$ cat src/rtl/ccu_pkg.sv
// Shared CCU snoop types: ACSNOOP opcodes, CR response layout, cache update ops, responder FSM states,
// and the snoop decision helper.
package ccu_pkg;

  typedef enum logic [3:0] {
    SnpReadOnce           = 4'b0000,
    SnpReadShared         = 4'b0001,
    SnpReadClean          = 4'b0010,
    SnpReadNotSharedDirty = 4'b0011,
    SnpReadUnique         = 4'b0111,
    SnpCleanShared        = 4'b1000,
    SnpCleanInvalid       = 4'b1001,
    SnpMakeInvalid        = 4'b1101
  } snoop_e;

  typedef struct packed {
    logic wasUnique;
    logic isShared;
    logic passDirty;
    logic error;
    logic dataTransfer;
  } crresp_t;

  typedef enum logic [1:0] {
    UpdNone        = 2'b00,
    UpdCleanShared = 2'b01,
    UpdInvalidate  = 2'b10
  } cache_upd_op_e;

  typedef enum logic [1:0] {
    StIdle   = 2'b00,
    StLookup = 2'b01,
    StWait   = 2'b10,
    StResp   = 2'b11
  } snoop_state_e;

  typedef struct packed {
    crresp_t       resp;
    logic          upd;
    cache_upd_op_e op;
  } snoop_decision_t;

  // A miss always answers with an all-zero response and leaves the cache untouched.
  function automatic snoop_decision_t snoopDecide(input logic [3:0] snoop, input logic hit,
                                                  input logic dirty, input logic shared);
    snoop_decision_t d;
    d = '0;
    if (hit) begin
      d.resp.wasUnique = !shared;
      case (snoop)
        SnpReadOnce: begin
          d.resp.dataTransfer = 1'b1;
          d.resp.isShared     = 1'b1;
        end
        SnpReadShared, SnpReadClean, SnpReadNotSharedDirty: begin
          d.resp.dataTransfer = 1'b1;
          d.resp.isShared     = 1'b1;
          d.resp.passDirty    = dirty;
          d.upd               = dirty;
          d.op                = dirty ? UpdCleanShared : UpdNone;
        end
        SnpReadUnique: begin
          d.resp.dataTransfer = 1'b1;
          d.resp.passDirty    = dirty;
          d.upd               = 1'b1;
          d.op                = UpdInvalidate;
        end
        SnpCleanInvalid: begin
          d.resp.dataTransfer = dirty;
          d.resp.passDirty    = dirty;
          d.upd               = 1'b1;
          d.op                = UpdInvalidate;
        end
        SnpCleanShared: begin
          d.resp.dataTransfer = dirty;
          d.resp.passDirty    = dirty;
          d.resp.isShared     = 1'b1;
          d.upd               = dirty;
          d.op                = dirty ? UpdCleanShared : UpdNone;
        end
        SnpMakeInvalid: begin
          d.upd = 1'b1;
          d.op  = UpdInvalidate;
        end
        default: begin
          d.resp       = '0;
          d.resp.error = 1'b1;
          d.upd        = 1'b0;
          d.op         = UpdNone;
        end
      endcase
    end else begin
      d = '0;
    end
    return d;
  endfunction

endpackage

$ cat src/rtl/ace_cd_serializer.sv
// Splits a registered cache line into DataWidth CD beats (beat 0 = low bits) with valid/ready
// handshaking and a registered last flag.
module ace_cd_serializer #(
  parameter int DataWidth = 64,
  parameter int LineWidth = 128
) (
  input  logic                 clk_i,
  input  logic                 rst_ni,
  input  logic                 load_i,
  input  logic [LineWidth-1:0] line_i,
  output logic                 valid_o,
  input  logic                 ready_i,
  output logic [DataWidth-1:0] data_o,
  output logic                 last_o
);
  import ccu_pkg::*;

  localparam int NumBeats = LineWidth / DataWidth;
  localparam int CntW = (NumBeats > 1) ? $clog2(NumBeats) : 1;
  localparam logic [CntW-1:0] LastIdx = CntW'(NumBeats - 1);

  logic [LineWidth-1:0] lineQ;
  logic [CntW-1:0]      beatCnt;
  logic                 validQ;
  logic                 lastQ;

  // Beat shifter: the current beat always sits in the low DataWidth bits of lineQ.
  always_ff @(posedge clk_i) begin
    if (!rst_ni) begin
      lineQ   <= '0;
      beatCnt <= '0;
      validQ  <= 1'b0;
      lastQ   <= 1'b0;
    end else if (load_i) begin
      lineQ   <= line_i;
      beatCnt <= '0;
      validQ  <= 1'b1;
      lastQ   <= (NumBeats == 1);
    end else if (validQ && ready_i) begin
      lineQ <= lineQ >> DataWidth;
      if (lastQ) begin
        validQ  <= 1'b0;
        beatCnt <= '0;
        lastQ   <= 1'b0;
      end else begin
        beatCnt <= beatCnt + CntW'(1);
        lastQ   <= ((beatCnt + CntW'(1)) == LastIdx);
      end
    end
  end

  assign valid_o = validQ;
  assign data_o  = lineQ[DataWidth-1:0];
  assign last_o  = lastQ;

endmodule

$ cat src/rtl/ace_snoop_responder.sv
// Answers ACE snoops: one snoop in flight, dcache lookup, CR response and optional CD line data.
// Optional hit/miss statistics counters are built when ACE_SNOOP_STATS_EN is defined.
module ace_snoop_responder
  import ccu_pkg::*;
#(
  parameter int AddrWidth       = 64,
  parameter int DataWidth       = 64,
  parameter int DcacheLineWidth = 128
) (
  input  logic                       clk_i,
  input  logic                       rst_ni,
  input  logic                       ac_valid_i,
  output logic                       ac_ready_o,
  input  logic [AddrWidth-1:0]       ac_addr_i,
  input  logic [3:0]                 ac_snoop_i,
  output logic                       cr_valid_o,
  input  logic                       cr_ready_i,
  output logic [4:0]                 cr_resp_o,
  output logic                       cd_valid_o,
  input  logic                       cd_ready_i,
  output logic [DataWidth-1:0]       cd_data_o,
  output logic                       cd_last_o,
  output logic                       cache_req_o,
  input  logic                       cache_gnt_i,
  output logic [AddrWidth-1:0]       cache_addr_o,
  input  logic                       cache_rvalid_i,
  input  logic                       cache_hit_i,
  input  logic                       cache_dirty_i,
  input  logic                       cache_shared_i,
  input  logic [DcacheLineWidth-1:0] cache_line_i,
  output logic                       cache_upd_o,
  output logic [1:0]                 cache_upd_op_o
`ifdef ACE_SNOOP_STATS_EN
  ,
  output logic [31:0]                snoop_hit_cnt_o,
  output logic [31:0]                snoop_miss_cnt_o
`endif
);

  localparam logic [AddrWidth-1:0] AlignMask = ~AddrWidth'(DcacheLineWidth / 8 - 1);

  snoop_state_e    state;
  logic            acReady;
  logic [3:0]      acSnoopQ;
  logic            cacheReq;
  logic [AddrWidth-1:0] cacheAddr;
  logic            crValid;
  crresp_t         crResp;
  logic            crDone;
  logic            cdDone;
  logic            cacheUpd;
  cache_upd_op_e   cacheUpdOp;
  snoop_decision_t dec;
  logic            cdLoad;
  logic            crFire;
  logic            cdLastFire;

  // Snoop decision from the live lookup result; only consumed on the rvalid cycle.
  always_comb begin
    dec = snoopDecide(acSnoopQ, cache_hit_i, cache_dirty_i, cache_shared_i);
  end

  assign cdLoad     = (state == StWait) && cache_rvalid_i && dec.resp.dataTransfer;
  assign crFire     = crValid && cr_ready_i;
  assign cdLastFire = cd_valid_o && cd_ready_i && cd_last_o;

  // Snoop FSM; acReady comes up one cycle after reset release so nothing is accepted in reset.
  always_ff @(posedge clk_i) begin
    if (!rst_ni) begin
      state      <= StIdle;
      acReady    <= 1'b0;
      acSnoopQ   <= 4'b0000;
      cacheReq   <= 1'b0;
      cacheAddr  <= '0;
      crValid    <= 1'b0;
      crResp     <= '0;
      crDone     <= 1'b0;
      cdDone     <= 1'b0;
      cacheUpd   <= 1'b0;
      cacheUpdOp <= UpdNone;
    end else begin
      case (state)
        StIdle: begin
          if (acReady && ac_valid_i) begin
            acReady   <= 1'b0;
            acSnoopQ  <= ac_snoop_i;
            cacheAddr <= ac_addr_i & AlignMask;
            cacheReq  <= 1'b1;
            state     <= StLookup;
          end else begin
            acReady <= 1'b1;
          end
        end
        StLookup: begin
          if (cache_gnt_i) begin
            cacheReq <= 1'b0;
            state    <= StWait;
          end else begin
            cacheReq <= 1'b1;
          end
        end
        StWait: begin
          if (cache_rvalid_i) begin
            crValid    <= 1'b1;
            crResp     <= dec.resp;
            crDone     <= 1'b0;
            cdDone     <= !dec.resp.dataTransfer;
            cacheUpd   <= dec.upd;
            cacheUpdOp <= dec.upd ? dec.op : UpdNone;
            state      <= StResp;
          end else begin
            state <= StWait;
          end
        end
        StResp: begin
          cacheUpd   <= 1'b0;
          cacheUpdOp <= UpdNone;
          if (crFire) begin
            crValid <= 1'b0;
          end
          if ((crDone || crFire) && (cdDone || cdLastFire)) begin
            crDone  <= 1'b0;
            cdDone  <= 1'b0;
            acReady <= 1'b1;
            state   <= StIdle;
          end else begin
            crDone <= crDone || crFire;
            cdDone <= cdDone || cdLastFire;
          end
        end
        default: begin
          state <= StIdle;
        end
      endcase
    end
  end

  ace_cd_serializer #(
    .DataWidth (DataWidth),
    .LineWidth (DcacheLineWidth)
  ) u_cd_serializer (
    .clk_i   (clk_i),
    .rst_ni  (rst_ni),
    .load_i  (cdLoad),
    .line_i  (cache_line_i),
    .valid_o (cd_valid_o),
    .ready_i (cd_ready_i),
    .data_o  (cd_data_o),
    .last_o  (cd_last_o)
  );

  assign ac_ready_o     = acReady;
  assign cr_valid_o     = crValid;
  assign cr_resp_o      = crResp;
  assign cache_req_o    = cacheReq;
  assign cache_addr_o   = cacheAddr;
  assign cache_upd_o    = cacheUpd;
  assign cache_upd_op_o = cacheUpdOp;

`ifdef ACE_SNOOP_STATS_EN
  logic [31:0] hitCnt;
  logic [31:0] missCnt;

  // Saturating hit/miss counters, one count per accepted lookup result.
  always_ff @(posedge clk_i) begin
    if (!rst_ni) begin
      hitCnt  <= 32'd0;
      missCnt <= 32'd0;
    end else if ((state == StWait) && cache_rvalid_i) begin
      if (cache_hit_i) begin
        if (hitCnt != 32'hFFFF_FFFF) hitCnt <= hitCnt + 32'd1;
      end else begin
        if (missCnt != 32'hFFFF_FFFF) missCnt <= missCnt + 32'd1;
      end
    end
  end

  assign snoop_hit_cnt_o  = hitCnt;
  assign snoop_miss_cnt_o = missCnt;
`endif

endmodule

$ cat config.mk
export PLATFORM = sky130hd
export DESIGN_NAME = ace_snoop_responder
export DESIGN_NICKNAME = d
export VERILOG_FILES = /design/src/rtl/ccu_pkg.sv /design/src/rtl/ace_cd_serializer.sv /design/src/rtl/ace_snoop_responder.sv
export SDC_FILE = /design/constraint.sdc
export NUM_CORES = 1
export LEC_CHECK = 0
export ABC_AREA = 1
export CELL_PAD_IN_SITES_DETAIL_PLACEMENT = 1
export CELL_PAD_IN_SITES_GLOBAL_PLACEMENT = 1
export CORE_MARGIN = 10
export CORE_UTILIZATION = 40
export DETAILED_ROUTE_END_ITERATION = 10
export DONT_BUFFER_PORTS = 1
export GPL_TIMING_DRIVEN = 0
export PLACE_DENSITY_LB_ADDON = 0.1
export SLEW_MARGIN = 20
export SYNTH_ARGS = -nofsm -noshare
export SYNTH_HDL_FRONTEND = slang
export SYNTH_SLANG_ARGS = --single-unit
$ cat constraint.sdc
create_clock -name clk_i -period 4.05 [get_ports clk_i]
set_input_delay 0.405 -clock clk_i [delete_from_list [all_inputs] [get_ports clk_i]]
set_output_delay 0.405 -clock clk_i [all_outputs]
set_load 0.01 [all_outputs]
==> impl_metrics.ini <==
[run_status]
status = complete, no violations

[logic_synthesis]
synth_xor_area_share_pct = 0.0940
ys_seq_area_share_pct = 44.9
async_flop_share_pct = 0
synth_cell_type_count = 27
synth_top_area_share_pct = 44.9
synth_warnings = 0
synth_top_family_by_area = simple AND/OR/NAND/NOR gates
synth-seq-cells = 209
synth-edff-count = 0
synthCells = 1322
synth-main-ff-cell = dfxtp_1
synthMuxAreaShare_pct = 0
yosysTopAreaCell = dfxtp_1
avgSynthCellArea_sq_um = 7.05
synth_simple_gate_area_share_pct = 23.4
synth_adder_area_share_pct = 0.537
synth_compound_area_share_pct = 15.1
ys_top_cells_by_area = dfxtp_1 (45%), nand2_1 (15%), a21oi_1 (7.6%)
netlist_area_sq_um = 9310

[floorplan]
die_area_sq_um = 29800
coreArea_sq_um = 22800
io_pins = 347
dieHeight_um = 173
rows = 55
dieWidth_um = 173
initial_core_util_pct = 40.9

[timing]
finalCritPeriodShare_pct = 53.2
finClkSkew_ps = 12.4
hold_viol_final = 0
slew_headroom_pct = 52.6
rsz0062_at_grt = false
fin_crit_ps = 2150
slew_violations = 0
worstMarginPinSlew_ps = 712
fmax_mhz = 464
setup_viol_count_final = 0
fin_setup_tns_ps = 0

[layout]
drive_gt1_share_pct = 11.2
fillCellCount = 2908
final_nets = 1586
areaGrowthSynthToFinish_pct = 15.8

[grt]
grt_pass1_wl_um = 52400
overflow = 0
antenna_found_initial = 9
grt_max_degree = 14
grt_pass1_vias = 8941
grt_use_total_pct = 21.8

[setup_path]
cp_num_buf_inv = 4
slowest_stage = clkbuf_1
crit_cells = 11
worst_path_largest_cell_delay_ps = 410
crit_type = flop to flop
cp.arrival_ps = 2530
crit_fanout = 10
start_kind = flop
cp_top_family = simple AND/OR/NAND/NOR gates
reg2reg_depth = 11
cp_common_cell = nand2_1
crit_chain = inv_1 -> ha_1 -> nand2_2 -> inv_2 -> nand2_1 -> inv_2 -> nand2_4 -> clkbuf_1 -> nand2_1 -> nand2_1 -> a21oi_1
required_ps = 4430
cp-end-kind = flop

[drt]
drc = 0
dr.pass1.iters = 4
wl_per_cell_um = 19.9
final_antenna_net_count = 0
drt-initial-drc-count = 396
num_vias = 8486
vias_per_cell = 4.96
drt-total-wl_um = 34000

[clocking]
cts.sinks = 209
cts.path.max_buffers = 3
cts_inserted_buffers = 24
cts_root_buf = clkbuf_16
ctsHoldBuffers = 25
htree_levels = 1
postCtsSetupRepairBufs = 0
cts_tree = done
path_clk_slew_ps = 60
cts_resized = 0
clock_latency_ps = 520

[worst_hold_path]
worstHoldPathCells = 2
hold_path.class = input port to flop

[pwr]
peakVddDrop_v = 0.000395
power.total_mw = 6.09
leakage_nw = 4.54
p_per_area_nw_per_um2 = 565

[placement]
hpwlAfterDp_um = 26200
io_buffers = 0
gp_congestion = 0.796

[flow_run]
cap_violations = 0
[stage by stage]
step	area [sq um]	utilization, %	setup slack [ps]	hold WS (ps)	instances
floorplan	9330	-	2430	428	1325
global placement	9720	42.7	1920	436	1638
detailed placement	9720	42.7	1880	444	1638
CTS	10800	47.3	1860	0.246	1706
global route	10800	47.3	1650	4.78	1711
finish	10800	47.4	1900	7.52	1712
[routing by layer]
layer  GRT usage [%]  wire (um)  vias to the layer above
li1                -          -                     4240
met1            24.5      13600                     3940
met2            37.9      16700                      262
met3            8.60       3130                       40
met4            4.68        588                        4
met5               0         32                        -
[layout by cell type (no fill, tap or decap), drive strengths merged]
master,n
nand2,364
dfxtp,209
inv,146
a21oi,142
nand3,142
o21ai,137
buf,107
clkbuf,84
dlygate4sd3,25
nor2,11
clkinv,7
diode,6
ha,4
conb,4
nand4,3
clkinvlp,2
bufinv,2
or2,1
xor2,1
and2,1
a31oi,1
[cell families after synthesis]
logic type	after synthesis
DFF	209
and+or+nand+nor	522
xor gates and xnor gates	1
adders and majority gates	4
other	1
buffers and inverters	305
AOI/OAI and AO/OA	280
[synth_stat cells, types with 2 or more instances]
| cell type | n |
|---|---|
| a21oi_1 | 142 |
| dfxtp_1 | 209 |
| clkbuf_1 | 46 |
| clkbuf_2 | 6 |
| nand4_1 | 3 |
| nand3_1 | 141 |
| ha_1 | 4 |
| nor2_1 | 9 |
| nand2_1 | 361 |
| buf_4 | 74 |
| inv_1 | 143 |
| buf_2 | 22 |
| inv_2 | 3 |
| buf_6 | 4 |
| o21ai_1 | 11 |
| nand2_2 | 2 |
| buf_1 | 7 |
| o21ai_0 | 126 |
[flip-flops by register name (all words and copies together), names as in the netlist]
register / cells
cr_resp_o: 5
cache_req_o: 1
cdDone: 1
u_cd_serializer.lineQ: 128
state: 2
acSnoopQ: 4
cache_upd_o: 1
crDone: 1
cache_upd_op_o: 2
ac_ready_o: 1
u_cd_serializer.beatCnt: 1
u_cd_serializer.valid_o: 1
cache_addr_o: 60
cr_valid_o: 1
[power by group]
group	switching, mW	total [mW]	internal (mW)
Combinational	0.833	1.27	0.439
Sequential	0.275	2.61	2.33
Clock	0.888	2.21	1.33
[final timing paths]
check	to	slack, ps	startpoint
max	u_cd_serializer.lineQ[19]$_SDFFE_PN0P_	1900	state[0]$_SDFFE_PN0P_
min	u_cd_serializer.lineQ[90]$_SDFFE_PN0P_	8	cache_line_i[90]
max reg2reg	u_cd_serializer.lineQ[19]$_SDFFE_PN0P_	1900	state[0]$_SDFFE_PN0P_
min reg2reg	u_cd_serializer.lineQ[77]$_SDFFE_PN0P_	450	u_cd_serializer.lineQ[77]$_SDFFE_PN0P_
[layout make-up]
| cell class | instances | area (sq um) | share of cell area [%] |
|---|---|---|---|
| antenna | 6 | 15.0 | 0.139 |
| buffer | 159 | 940 | 8.71 |
| clock buffer | 32 | 692 | 6.41 |
| clock inverter | 11 | 114 | 1.06 |
| inverter | 146 | 548 | 5.08 |
| multi-input combinational | 811 | 3650 | 33.9 |
| sequential | 209 | 4180 | 38.8 |
| tap | 313 | 392 | 3.63 |
| timing repair buffer | 25 | 250 | 2.32 |
Power figures use the tool's default switching activity.
